## src/rtl/uart_pkg.sv

```systemverilog
// Shared UART definitions: baud divisors, parity encodings and receiver states.
package uart_pkg;

    localparam int unsigned BAUD_2400  = 2400;
    localparam int unsigned BAUD_4800  = 4800;
    localparam int unsigned BAUD_9600  = 9600;
    localparam int unsigned BAUD_19200 = 19200;

    localparam int unsigned TICK_W = 4;
    localparam int unsigned BIT_W  = 3;

    localparam logic [1:0] PAR_NONE = 2'b00;
    localparam logic [1:0] PAR_ODD  = 2'b01;
    localparam logic [1:0] PAR_EVEN = 2'b10;

    typedef enum logic [2:0] {
        RX_IDLE,
        RX_START,
        RX_DATA,
        RX_PARITY,
        RX_STOP,
        RX_DONE
    } rx_state_e;

    // Baud rate in Hz for a baud_rate select code.
    function automatic int unsigned baud_hz(input logic [1:0] sel);
        int unsigned hz;
        case (sel)
            2'b00:   hz = BAUD_2400;
            2'b01:   hz = BAUD_4800;
            2'b10:   hz = BAUD_9600;
            default: hz = BAUD_19200;
        endcase
        return hz;
    endfunction

    // 16x tick divisor, rounded to nearest: round(clk_freq / (16 * baud)).
    function automatic int unsigned DIV(input int unsigned clk_freq, input logic [1:0] sel);
        int unsigned hz;
        hz = baud_hz(sel);
        return (clk_freq + 32'd8 * hz) / (32'd16 * hz);
    endfunction

    localparam int unsigned DIV_50M_2400  = DIV(32'd50000000, 2'b00);
    localparam int unsigned DIV_50M_4800  = DIV(32'd50000000, 2'b01);
    localparam int unsigned DIV_50M_9600  = DIV(32'd50000000, 2'b10);
    localparam int unsigned DIV_50M_19200 = DIV(32'd50000000, 2'b11);

endpackage

```

## src/rtl/uart_rx_baud16.sv

```systemverilog
// 16x oversampling tick generator; restarts whenever the baud select changes.
module uart_rx_baud16
    import uart_pkg::*;
#(
    parameter int unsigned CLK_FREQ = 50000000
) (
    input  logic       clk_i,
    input  logic       rst_i,
    input  logic [1:0] baud_rate_i,
    output logic       tick16_o
);

    localparam int unsigned DIV_0 = DIV(CLK_FREQ, 2'b00);
    localparam int unsigned DIV_1 = DIV(CLK_FREQ, 2'b01);
    localparam int unsigned DIV_2 = DIV(CLK_FREQ, 2'b10);
    localparam int unsigned DIV_3 = DIV(CLK_FREQ, 2'b11);
    localparam int unsigned CNT_W = (DIV_0 > 1) ? $clog2(DIV_0) : 1;

    logic [CNT_W-1:0] cnt_q, cnt_d, limit_c;
    logic [1:0]       baud_q;
    logic             tick_q, tick_d;

    // Terminal count for the selected baud rate.
    always_comb begin
        case (baud_rate_i)
            2'b00:   limit_c = CNT_W'(DIV_0 - 1);
            2'b01:   limit_c = CNT_W'(DIV_1 - 1);
            2'b10:   limit_c = CNT_W'(DIV_2 - 1);
            default: limit_c = CNT_W'(DIV_3 - 1);
        endcase
    end

    // Count to the terminal value, emit one tick and wrap; a baud change restarts.
    always_comb begin
        cnt_d  = cnt_q + CNT_W'(1);
        tick_d = 1'b0;
        if (baud_rate_i != baud_q) begin
            cnt_d = '0;
        end else if (cnt_q >= limit_c) begin
            cnt_d  = '0;
            tick_d = 1'b1;
        end
    end

    // Divider state.
    always_ff @(posedge clk_i or posedge rst_i) begin
        if (rst_i) begin
            cnt_q  <= '0;
            baud_q <= 2'b00;
            tick_q <= 1'b0;
        end else begin
            cnt_q  <= cnt_d;
            baud_q <= baud_rate_i;
            tick_q <= tick_d;
        end
    end

    assign tick16_o = tick_q;

endmodule

```

## src/rtl/uart_rx.sv

```systemverilog
// UART receiver: 16x oversampled, runtime-configurable frame, parity/framing checks.
module uart_rx
    import uart_pkg::*;
#(
    parameter int unsigned CLK_FREQ    = 50000000,
    parameter int unsigned SYNC_STAGES = 2
) (
    input  logic       clock,
    input  logic       rst,
    input  logic       rx_in,
    input  logic [1:0] baud_rate,
    input  logic [1:0] parity_type,
    input  logic       stop_bits,
    input  logic       data_length,
    output logic [7:0] data_out,
    output logic       rx_done,
    output logic       rx_active,
    output logic       parity_error,
    output logic       frame_error
);

    logic [SYNC_STAGES-1:0] sync_q;
    logic                   rx_prev_q;
    logic                   rx_s_c, fall_c;

    rx_state_e          state_q, state_d;
    logic [TICK_W-1:0]  tick_cnt_q, tick_cnt_d;
    logic [BIT_W-1:0]   bit_cnt_q, bit_cnt_d;
    logic [7:0]         shift_q, shift_d;
    logic [1:0]         baud_q, baud_d;
    logic [1:0]         par_q, par_d;
    logic               stop_q, stop_d;
    logic               len_q, len_d;
    logic               fe_acc_q, fe_acc_d;
    logic               pe_pend_q, pe_pend_d;
    logic [7:0]         data_out_q, data_out_d;
    logic               rx_done_q, rx_done_d;
    logic               rx_active_q, rx_active_d;
    logic               parity_error_q, parity_error_d;
    logic               frame_error_q, frame_error_d;

    logic               tick16_c, mid_c, par_en_c, stop_last_c;
    logic [1:0]         baud_sel_c;
    logic [BIT_W-1:0]   last_bit_c;
    logic [7:0]         data_c;

    // Metastability synchroniser plus one delayed copy for falling-edge detection.
    always_ff @(posedge clock or posedge rst) begin
        if (rst) begin
            sync_q    <= '1;
            rx_prev_q <= 1'b1;
        end else begin
            sync_q    <= {sync_q[SYNC_STAGES-2:0], rx_in};
            rx_prev_q <= sync_q[SYNC_STAGES-1];
        end
    end

    assign rx_s_c = sync_q[SYNC_STAGES-1];
    assign fall_c = rx_prev_q & ~rx_s_c;

    // Live baud select while hunting for a start bit, latched one during the frame.
    assign baud_sel_c = (state_q == RX_IDLE || state_q == RX_START) ? baud_rate : baud_q;

    uart_rx_baud16 #(
        .CLK_FREQ (CLK_FREQ)
    ) u_baud16 (
        .clk_i       (clock),
        .rst_i       (rst),
        .baud_rate_i (baud_sel_c),
        .tick16_o    (tick16_c)
    );

    assign mid_c       = tick16_c && (tick_cnt_q == TICK_W'(15));
    assign par_en_c    = (par_q == PAR_ODD) || (par_q == PAR_EVEN);
    assign last_bit_c  = len_q ? BIT_W'(7) : BIT_W'(6);
    assign stop_last_c = (bit_cnt_q == BIT_W'(stop_q));
    // In 7-bit mode the shifter holds the data in [7:1].
    assign data_c      = len_q ? shift_q : {1'b0, shift_q[7:1]};

    // Next-state, datapath and output logic.
    always_comb begin
        state_d        = state_q;
        tick_cnt_d     = tick_cnt_q;
        bit_cnt_d      = bit_cnt_q;
        shift_d        = shift_q;
        baud_d         = baud_q;
        par_d          = par_q;
        stop_d         = stop_q;
        len_d          = len_q;
        fe_acc_d       = fe_acc_q;
        pe_pend_d      = pe_pend_q;
        data_out_d     = data_out_q;
        parity_error_d = parity_error_q;
        frame_error_d  = frame_error_q;
        rx_done_d      = 1'b0;
        rx_active_d    = rx_active_q;

        if (tick16_c && state_q != RX_IDLE && state_q != RX_DONE) begin
            tick_cnt_d = tick_cnt_q + TICK_W'(1);
        end

        case (state_q)
            RX_IDLE: begin
                if (fall_c) begin
                    state_d    = RX_START;
                    tick_cnt_d = '0;
                end
            end
            RX_START: begin
                if (tick16_c && tick_cnt_q == TICK_W'(7)) begin
                    if (!rx_s_c) begin
                        state_d     = RX_DATA;
                        tick_cnt_d  = '0;
                        bit_cnt_d   = '0;
                        shift_d     = '0;
                        baud_d      = baud_rate;
                        par_d       = parity_type;
                        stop_d      = stop_bits;
                        len_d       = data_length;
                        fe_acc_d    = 1'b0;
                        pe_pend_d   = 1'b0;
                        rx_active_d = 1'b1;
                    end else begin
                        state_d = RX_IDLE;
                    end
                end
            end
            RX_DATA: begin
                if (mid_c) begin
                    shift_d   = {rx_s_c, shift_q[7:1]};
                    bit_cnt_d = bit_cnt_q + BIT_W'(1);
                    if (bit_cnt_q == last_bit_c) begin
                        bit_cnt_d = '0;
                        state_d   = par_en_c ? RX_PARITY : RX_STOP;
                    end
                end
            end
            RX_PARITY: begin
                if (mid_c) begin
                    pe_pend_d = ((^data_c) ^ rx_s_c) != (par_q == PAR_ODD);
                    state_d   = RX_STOP;
                end
            end
            RX_STOP: begin
                if (mid_c) begin
                    if (stop_last_c) begin
                        state_d        = RX_DONE;
                        rx_done_d      = 1'b1;
                        rx_active_d    = 1'b0;
                        data_out_d     = data_c;
                        parity_error_d = pe_pend_q;
                        frame_error_d  = fe_acc_q | ~rx_s_c;
                    end else begin
                        bit_cnt_d = bit_cnt_q + BIT_W'(1);
                        fe_acc_d  = fe_acc_q | ~rx_s_c;
                    end
                end
            end
            RX_DONE: begin
                // A start edge landing in this cycle must not be lost.
                state_d = RX_IDLE;
                if (fall_c) begin
                    state_d    = RX_START;
                    tick_cnt_d = '0;
                end
            end
            default: begin
                state_d = RX_IDLE;
            end
        endcase
    end

    // State and datapath registers.
    always_ff @(posedge clock or posedge rst) begin
        if (rst) begin
            state_q        <= RX_IDLE;
            tick_cnt_q     <= '0;
            bit_cnt_q      <= '0;
            shift_q        <= '0;
            baud_q         <= 2'b00;
            par_q          <= PAR_NONE;
            stop_q         <= 1'b0;
            len_q          <= 1'b0;
            fe_acc_q       <= 1'b0;
            pe_pend_q      <= 1'b0;
            data_out_q     <= '0;
            rx_done_q      <= 1'b0;
            rx_active_q    <= 1'b0;
            parity_error_q <= 1'b0;
            frame_error_q  <= 1'b0;
        end else begin
            state_q        <= state_d;
            tick_cnt_q     <= tick_cnt_d;
            bit_cnt_q      <= bit_cnt_d;
            shift_q        <= shift_d;
            baud_q         <= baud_d;
            par_q          <= par_d;
            stop_q         <= stop_d;
            len_q          <= len_d;
            fe_acc_q       <= fe_acc_d;
            pe_pend_q      <= pe_pend_d;
            data_out_q     <= data_out_d;
            rx_done_q      <= rx_done_d;
            rx_active_q    <= rx_active_d;
            parity_error_q <= parity_error_d;
            frame_error_q  <= frame_error_d;
        end
    end

    assign data_out     = data_out_q;
    assign rx_done      = rx_done_q;
    assign rx_active    = rx_active_q;
    assign parity_error = parity_error_q;
    assign frame_error  = frame_error_q;

endmodule

```

## config.mk

```make
export PLATFORM = sky130hd
export DESIGN_NAME = uart_rx
export DESIGN_NICKNAME = d
export VERILOG_FILES = /design/src/rtl/uart_pkg.sv /design/src/rtl/uart_rx_baud16.sv /design/src/rtl/uart_rx.sv
export SDC_FILE = /design/constraint.sdc
export NUM_CORES = 1
export LEC_CHECK = 0
export ABC_AREA = 1
export BUFFER_PORTS_ARGS = -buffer_cell sky130_fd_sc_hd__clkbuf_2
export CAP_MARGIN = 40
export CELL_PAD_IN_SITES_DETAIL_PLACEMENT = 0
export CELL_PAD_IN_SITES_GLOBAL_PLACEMENT = 1
export CORE_ASPECT_RATIO = 1.75
export CORE_MARGIN = 2
export CORE_UTILIZATION = 46
export CTS_CLUSTER_DIAMETER = 80
export DETAILED_ROUTE_END_ITERATION = 16
export GPL_TIMING_DRIVEN = 1
export PLACE_DENSITY = 0.87
export SLEW_MARGIN = 20
export SYNTH_ARGS = -nofsm -noshare
export SYNTH_HDL_FRONTEND = slang
export SYNTH_SLANG_ARGS = --single-unit
```

## constraint.sdc

```tcl
create_clock -name clock -period 3.1 [get_ports clock]
set_clock_uncertainty 0.05 [all_clocks]
set_input_delay 0.155 -clock clock [delete_from_list [all_inputs] [get_ports clock]]
set_output_delay 0.155 -clock clock [all_outputs]
set_load 0.03 [all_outputs]
```

# Yosys cells after proc, flatten, opt, wreduce, memory -nomap -nowiden

Cells that the tools add are included.

Register bits: 55
Output and inout bits: 12
Logic and storage cells: 126

Add/sub/neg operators: 3
Order comparisons: 1
Eq/ne operators: 25
Multiplexer cells: 50
Bitwise logic cells: 4
Reductions and logical operators: 23

Operators by type and width:

| operator                                                               | number |
|---|---|
| 3-bit two-way mux                                                      | 14 |
| 11-bit one-hot mux with 3 select lines                                 | 1 |
| 8-bit two-way mux                                                      | 4 |
| 11-bit two-way mux                                                     | 2 |
| 3-bit one-hot mux with 6 select lines                                  | 1 |
| 1-bit two-way mux                                                      | 16 |
| 4-bit two-way mux                                                      | 4 |
| 2-bit != test (second input constant)                                  | 8 |
| 8-bit one-hot mux with 2 select lines                                  | 1 |
| 11-bit by 1-bit adder with 11-bit output (second input constant)       | 1 |
| 11-bit greater-or-equal comparator                                     | 1 |
| 5-bit AND reduction                                                    | 2 |
| 3-bit one-hot mux with 3 select lines                                  | 1 |
| 4-bit one-hot mux with 2 select lines                                  | 1 |
| 4-bit AND reduction                                                    | 2 |
| 8-bit parity                                                           | 1 |
| 7-bit AND reduction                                                    | 1 |
| 3-bit by 2-bit equality test with 1-bit output (second input constant) | 2 |
| 3-bit equality test (second input constant)                            | 2 |
| 1-bit one-hot mux with 2 select lines                                  | 3 |
| 3-bit AND reduction                                                    | 2 |
| 6-bit AND reduction                                                    | 1 |
| 2-bit nonzero test                                                     | 3 |
| 3-bit nonzero test                                                     | 2 |
| other kinds (23)                                                       | 30 |

# Depth between registers and ports, before layout

Word-level depth: 8
Depth in mapped cells: 15
Depth with buffers taken out: 14

# Cells and area by module

Synthesis repeated with hierarchy kept, for this count alone.

Cells, all modules: 433
Area, all modules: 3309.4 um2

By module, submodules not included:

| module         | times used | cells each | area an instance (um2) | sequential area each (um2) |
|---|---|---|---|---|
| uart_rx        | 1          | 302        | 2296.0                 | 1029.7 |
| uart_rx_baud16 | 1          | 131        | 1013.5                 | 350.3 |

# Worst setup path after synthesis

OpenSTA, ideal clock, no wires.

Path kind: reg-to-reg
Start: register state_q[0]
End: register u_baud16.cnt_q[0]
Setup time: 0.070 ns
Arrival time: 2.356 ns
Required time: 2.980 ns
Path slack: 0.623 ns
Cell stages (with the launch flop): 16
Clock period less this slack: 2.477 ns
Path through: dfrtp_1 nor2_2 nand2_2 nand2_4 nand2_1 o21ai_2 inv_1 nand2_1 ha_1 a21oi_1 o21ai_0 a21oi_1 and2_1 clkbuf_1 nand3_1 nor2_2

Longest elaborated chain between the ends: 8
Elaborated cells between the ends (all ways): 12
Those cells by class: order compare: 1; eq/ne: 4; mux: 4; reduce/logical: 3

RTL lines:

| item                                                                                       | RTL line             | source |
|---|---|---|
| from (decl)                                                                                | uart_rx.sv:26        | `rx_state_e state_q, state_d;` |
| from (signal assigned)                                                                     | uart_rx.sv:192       | `state_q <= state_d;` |
| 3-bit by 1-bit equality test with 1-bit output / 3-bit logical NOT (equally long branches) | uart_rx.sv:62        | `assign baud_sel_c = (state_q == RX_IDLE \|\| state_q == RX_START) ? baud_rate : baud_q;` |
| 1-bit logical OR (*)                                                                       | uart_rx.sv:62        |  |
| 2-bit two-way mux (*)                                                                      | uart_rx.sv:62        |  |
| via baud_sel_c[0]                                                                          | uart_rx.sv:43        | `logic [1:0] baud_sel_c;` |
| 2-bit equality test (tied with other cells)                                                | uart_rx_baud16.sv:25 | `case (baud_rate_i)` |
| 11-bit one-hot mux with 3 select lines                                                     | uart_rx_baud16.sv:25 |  |
| 11-bit greater-or-equal comparator                                                         | uart_rx_baud16.sv:39 | `end else if (cnt_q >= limit_c) begin` |
| 11-bit two-way mux                                                                         | uart_rx_baud16.sv:39 |  |
| 11-bit two-way mux (*)                                                                     | uart_rx_baud16.sv:37 | `if (baud_rate_i != baud_q) begin` |
| via u_baud16.cnt_d[0]                                                                      | uart_rx_baud16.sv:19 | `logic [CNT_W-1:0] cnt_q, cnt_d, limit_c;` |
| to (signal assigned)                                                                       | uart_rx_baud16.sv:52 | `cnt_q <= cnt_d;` |
| to (decl)                                                                                  | uart_rx_baud16.sv:19 |  |

Mark *: on every way through the listed nets, which the timed path passes. The rest lies on a longest branch.
A chain may end at the register's enable or synchronous reset.

# Final worst setup path

Start: register state_q[0]
End: register u_baud16.cnt_q[4]

The elaborated chain is that of the path after synthesis.

==> flow_results.org <==
** Global routing
- Pin count of the biggest net entering global routing :: 33
- For this run the aggregate overflow at the end of global routing stands at 0.
- Antenna violations before repair :: 0
- Number of global-route vias before repair :: 2551
- Across every metal layer, demand over resource in global routing totals 0.199.
- The first global-routing pass estimated roughly 11000 um of wire.

** Detailed routing
- Count of vias placed by the detailed router :: approximately 2500
- Number of violations reported at the end of detailed-routing iteration 0 :: between 70 and 80
- After detailed routing, the number of remaining DRC violations is 0.
- Detailed routing placed a total of between 3000 and 4000 um of wire on met2.
- Dividing the detail-routed wire length by the instance count gives ~14 um.
- After detailed routing, the number of vias per cell comes to between 5 and 6.
- Length of routed met3 wiring :: between 100 and 150 um
- Number of antenna-violating nets in the routed design :: 0
- Before antenna repair, the detailed router went through 5 iterations.
- Total wire length after detailed routing :: 6630 um
- The highest metal layer carrying signal wires in the routed design is met4.
- In the final routing, the length of wire on met1 measures around 2500 um.

** STA
- For the pin with the worst max-slew slack, the measured transition is between 600 and 700 ps.
- The worst path needs roughly 2800 ps of the cycle, external delays included.
- Ratio of final minimum period to clock period :: 0.888
- Unrepaired setup endpoints after global routing :: no
- The number of failing hold endpoints at the final stage was 0.
- Setup violations remaining at the end of the flow were counted as 0.
- Final max-slew violation count :: 0
- Aggregate negative setup slack :: 0 ps
- Maximum clock frequency :: 363 MHz
- Worst relative slew slack :: 0.549

** Placed design
- The congestion estimate from routability-driven global placement came to around 0.92.
- Count of buffers from port buffering :: 20
- Summed over all nets, the half-perimeter wirelength after detailed placement is 5130 um.

** Clocking
- Maximum buffer depth of the clock tree :: 2
- Count of buffers added by post-CTS timing repair for setup :: 0
- Clock transition time at the flip-flop clock pins of the worst setup and hold paths :: 70 ps
- Num CTS Buffers :: 5
- The H-tree was split into 2 levels.
- The tree is rooted in a sky130_fd_sc_hd__clkbuf_16.
- TritonCTS sink count :: 55
- Clock latency reported for the late side of the worst-skew pair :: a little under 300 ps
- CTS tree :: done

** Synth
- Count of mapped cells out of synthesis :: 378
- The synthesized design contains between 50 and 60 register bits.
- The synthesized netlist occupies a cell area of between 0.003 and 0.004 sq mm.
- A synthesized cell averages just over 8 sq um.
- Library cells used by synthesis :: between 40 and 50
- Yosys mapped a number of flops with a built-in enable equal to 0.
- Prevailing post-synth register cell :: sky130_fd_sc_hd__dfrtp_1
- The number of nets handed over by synthesis was between 400 and 500.
- Asr flop ratio synth :: 1.00
- The share of the Yosys chip area taken by registers is 0.439.
- Count of yosys warnings during synthesis :: 0

** Finish
- Registers take between 0.001 and 0.0015 sq mm.
- Summing all multi-input logic gate instances after layout gives around 0.0016 sq mm.
- The number of antenna diodes in the final layout is 0.
- FILL cells :: 660
- Fraction of the core area covered by cells at the end of the flow :: 0.527
- In the final layout, the share of cells above drive strength 1 is 0.162.
- In the final design database the tool counted between 400 and 500 nets.
- Compared with the post-synthesis result, the final layout area differs by 10.4%.

** Flow run
- The tool flagged a number of max-cap violations equal to 0.

** Hold path
- Kind of path behind the tightest hold check :: in2reg
- The worst hold path terminates at len_q.
- The worst hold path was traced through 2 stages.
- Hold Startpoint :: data_length

** Floorplan
- Die width :: approximately 66 um
- Row generation in the floorplan step produced 39 rows.
- Height of the die :: approximately 110 um
- Number of top-level design ports :: 21
- The die covers between 0.007 and 0.008 sq mm.
- The core region is between 0.006 and 0.007 sq mm.
- Initial cell density of the core :: 0.477

** Worst setup path
- Worst reg-to-reg path cell count :: 12
- CP Data Arrival Time :: roughly 2900 ps
- CP max stage delay :: 460 ps
- R2R Setup Slk :: ~350 ps
- At the worst endpoint, the required time is ~3200 ps.
- Cell with the biggest individual delay on the critical path :: sky130_fd_sc_hd__dfrtp_1
- Maximum fanout count along the critical path :: 12
- Capturing point of the worst reg2reg path :: u_baud16.cnt_q[4]
- The number of buffers and inverters on the critical path is 1.
- In this run the critical register-to-register path is launched from state_q[0].
- Critical path startpoint category :: register
- Cell-by-cell trace of the critical path :: nor2_2 > nand2_2 > nand2_4 > nand2_1 > o21ai_2 > inv_1 > ha_1 > nand4_1 > nor2_1 > nand4_1 > nand3b_1 > nor2_2
- Type of the worst setup path :: reg2reg
- The worst setup path is captured at a register.
- Critical path's top delay family :: simple AND/OR/NAND/NOR gates

** Run status
- Run status :: finished clean

** Pwr
- VDD sags by at most about 0.00043 V.
- Static power due to leakage :: around 1.8 nW
- Power density normalized to cell area :: 664 mW/mm^2
-- cell families (layout without fill, tap and decap cells) --
kind of cell    count (synthesis)  count (layout)  share of synthesized area
xor+xnor                       14              14                     0.0390
simple gates                  190             190                      0.277
flops                          55              55                      0.439
compound gates                 50              50                     0.0944
buf+inv                        48              72                     0.0633
mux                             6               6                     0.0271
fa+ha+maj                      15              15                     0.0597
-- area by class of cell --
cell class	instances	share of cell area
clock buffer	6	0.0371
inverter	41	0.0443
clock inverter	2	0.00360
timing repair buffer	23	0.0368
tap	82	0.0296
multi-input combinational	275	0.451
sequential	55	0.398
-- what timing repair did --
action / in CTS / in global routing
hold buffers: 2 / 0
setup endpoints to repair: 0 / 12
endpoints found under the hold margin: 29 / 0
gates resized for setup: 0 / 1
-- routing by layer --
layer | up-vias | GRT usage
met5 | - | 0
met4 | 0 | 0.0871
met3 | 15 | 0.0298
met2 | 30 | 0.381
met1 | 1175 | 0.204
li1 | 1282 | -
-- synth_stat cells, types with 2 or more instances --
library cell / instances / area share
sky130_fd_sc_hd__o22ai_1: 8 / 0.016
sky130_fd_sc_hd__nor2_1: 19 / 0.023
sky130_fd_sc_hd__o21ai_0: 16 / 0.025
sky130_fd_sc_hd__nor2_2: 13 / 0.026
sky130_fd_sc_hd__o31ai_1: 2 / 0.0048
sky130_fd_sc_hd__nor3_2: 2 / 0.0064
sky130_fd_sc_hd__ha_1: 15 / 0.060
sky130_fd_sc_hd__dfstp_2: 3 / 0.025
sky130_fd_sc_hd__o21ai_2: 2 / 0.0056
sky130_fd_sc_hd__clkbuf_1: 2 / 0.0024
sky130_fd_sc_hd__mux2_4: 5 / 0.024
sky130_fd_sc_hd__xnor2_1: 5 / 0.014
sky130_fd_sc_hd__inv_2: 4 / 0.0048
sky130_fd_sc_hd__dfrtp_1: 52 / 0.41
sky130_fd_sc_hd__nor3_1: 5 / 0.0080
sky130_fd_sc_hd__nand3b_1: 7 / 0.017
sky130_fd_sc_hd__nand2_2: 2 / 0.0040
sky130_fd_sc_hd__xor2_1: 9 / 0.025
sky130_fd_sc_hd__nand4_1: 7 / 0.014
sky130_fd_sc_hd__nand2_1: 107 / 0.13
sky130_fd_sc_hd__a21oi_1: 9 / 0.014
sky130_fd_sc_hd__buf_6: 2 / 0.0072
sky130_fd_sc_hd__nand3_1: 22 / 0.035
sky130_fd_sc_hd__buf_2: 3 / 0.0048
sky130_fd_sc_hd__inv_1: 37 / 0.044
sky130_fd_sc_hd__o21ai_1: 5 / 0.0080
-- layout by cell type (no fill, tap or decap), types with 2 or more instances in the layout --
cell type / instances
sky130_fd_sc_hd__nand4_1: 7
sky130_fd_sc_hd__inv_2: 5
sky130_fd_sc_hd__xor2_1: 9
sky130_fd_sc_hd__ha_1: 15
sky130_fd_sc_hd__mux2_4: 5
sky130_fd_sc_hd__dfrtp_1: 52
sky130_fd_sc_hd__o31ai_1: 2
sky130_fd_sc_hd__nand3b_1: 7
sky130_fd_sc_hd__nand2_2: 2
sky130_fd_sc_hd__o21ai_0: 16
sky130_fd_sc_hd__nand3_1: 22
sky130_fd_sc_hd__dfstp_2: 3
sky130_fd_sc_hd__nor3_1: 5
sky130_fd_sc_hd__nor2_2: 13
sky130_fd_sc_hd__a21oi_1: 9
sky130_fd_sc_hd__nand2_1: 107
sky130_fd_sc_hd__clkbuf_16: 5
sky130_fd_sc_hd__inv_1: 36
sky130_fd_sc_hd__dlygate4sd3_1: 2
sky130_fd_sc_hd__o22ai_1: 8
sky130_fd_sc_hd__o21ai_1: 5
sky130_fd_sc_hd__o21ai_2: 2
sky130_fd_sc_hd__xnor2_1: 5
sky130_fd_sc_hd__nor2_1: 19
sky130_fd_sc_hd__nor3_2: 2
sky130_fd_sc_hd__clkbuf_2: 20
-- worst max path at each step --
stage               startpoint                 to  slack, ps  depth (start not counted)
finish              state_q[0]  u_baud16.cnt_q[4]        350                         12
global route        state_q[0]  u_baud16.cnt_q[0]         30                         12
CTS                 state_q[0]  u_baud16.cnt_q[8]        310                         12
detailed placement  state_q[0]  u_baud16.cnt_q[2]        340                         12
global placement    state_q[0]  u_baud16.cnt_q[3]        430                         14
floorplan           state_q[0]  u_baud16.cnt_q[0]        620                         15
-- worst register-to-register path: stages, from the launching register on --
cell	delay (ps)
sky130_fd_sc_hd__dfrtp_1	460
sky130_fd_sc_hd__nor2_2	220
sky130_fd_sc_hd__nand2_2	100
sky130_fd_sc_hd__nand2_4	100
sky130_fd_sc_hd__nand2_1	60
sky130_fd_sc_hd__o21ai_2	140
sky130_fd_sc_hd__inv_1	170
sky130_fd_sc_hd__ha_1	340
sky130_fd_sc_hd__nand4_1	100
sky130_fd_sc_hd__nor2_1	120
sky130_fd_sc_hd__nand4_1	440
sky130_fd_sc_hd__nand3b_1	300
sky130_fd_sc_hd__nor2_2	40
-- through the flow --
stage	total power, mW	hold WS, ps	worst slack (ps)	cells	area (sq um)
after floorplan	1.59	109	623	378	3140
after global placement	1.75	197	427	474	3310
after detailed placement	1.76	195	336	474	3310
after CTS	2.33	32.1	310	484	3470
after global routing	2.50	38.0	34.1	484	3470
final	2.31	38.8	346	484	3470
-- report_power, final --
| part | internal [mW] | total, mW | leakage (nW) | switching [mW] |
|---|---|---|---|---|
| registers | 0.779 | 0.843 | 0.731 | 0.0636 |
| logic | 0.293 | 0.911 | 0.976 | 0.618 |
| clock network | 0.299 | 0.551 | 0.0669 | 0.253 |
-- sequential cells by signal, summed over array words and instances, names as in the netlist, 2 cells and up --
name             cells
u_baud16.baud_q      2
sync_q               2
shift_q              8
u_baud16.cnt_q      11
bit_cnt_q            3
baud_q               2
data_out             8
state_q              3
tick_cnt_q           4
par_q                2
No activity file was read; power rests on OpenSTA's default activity.
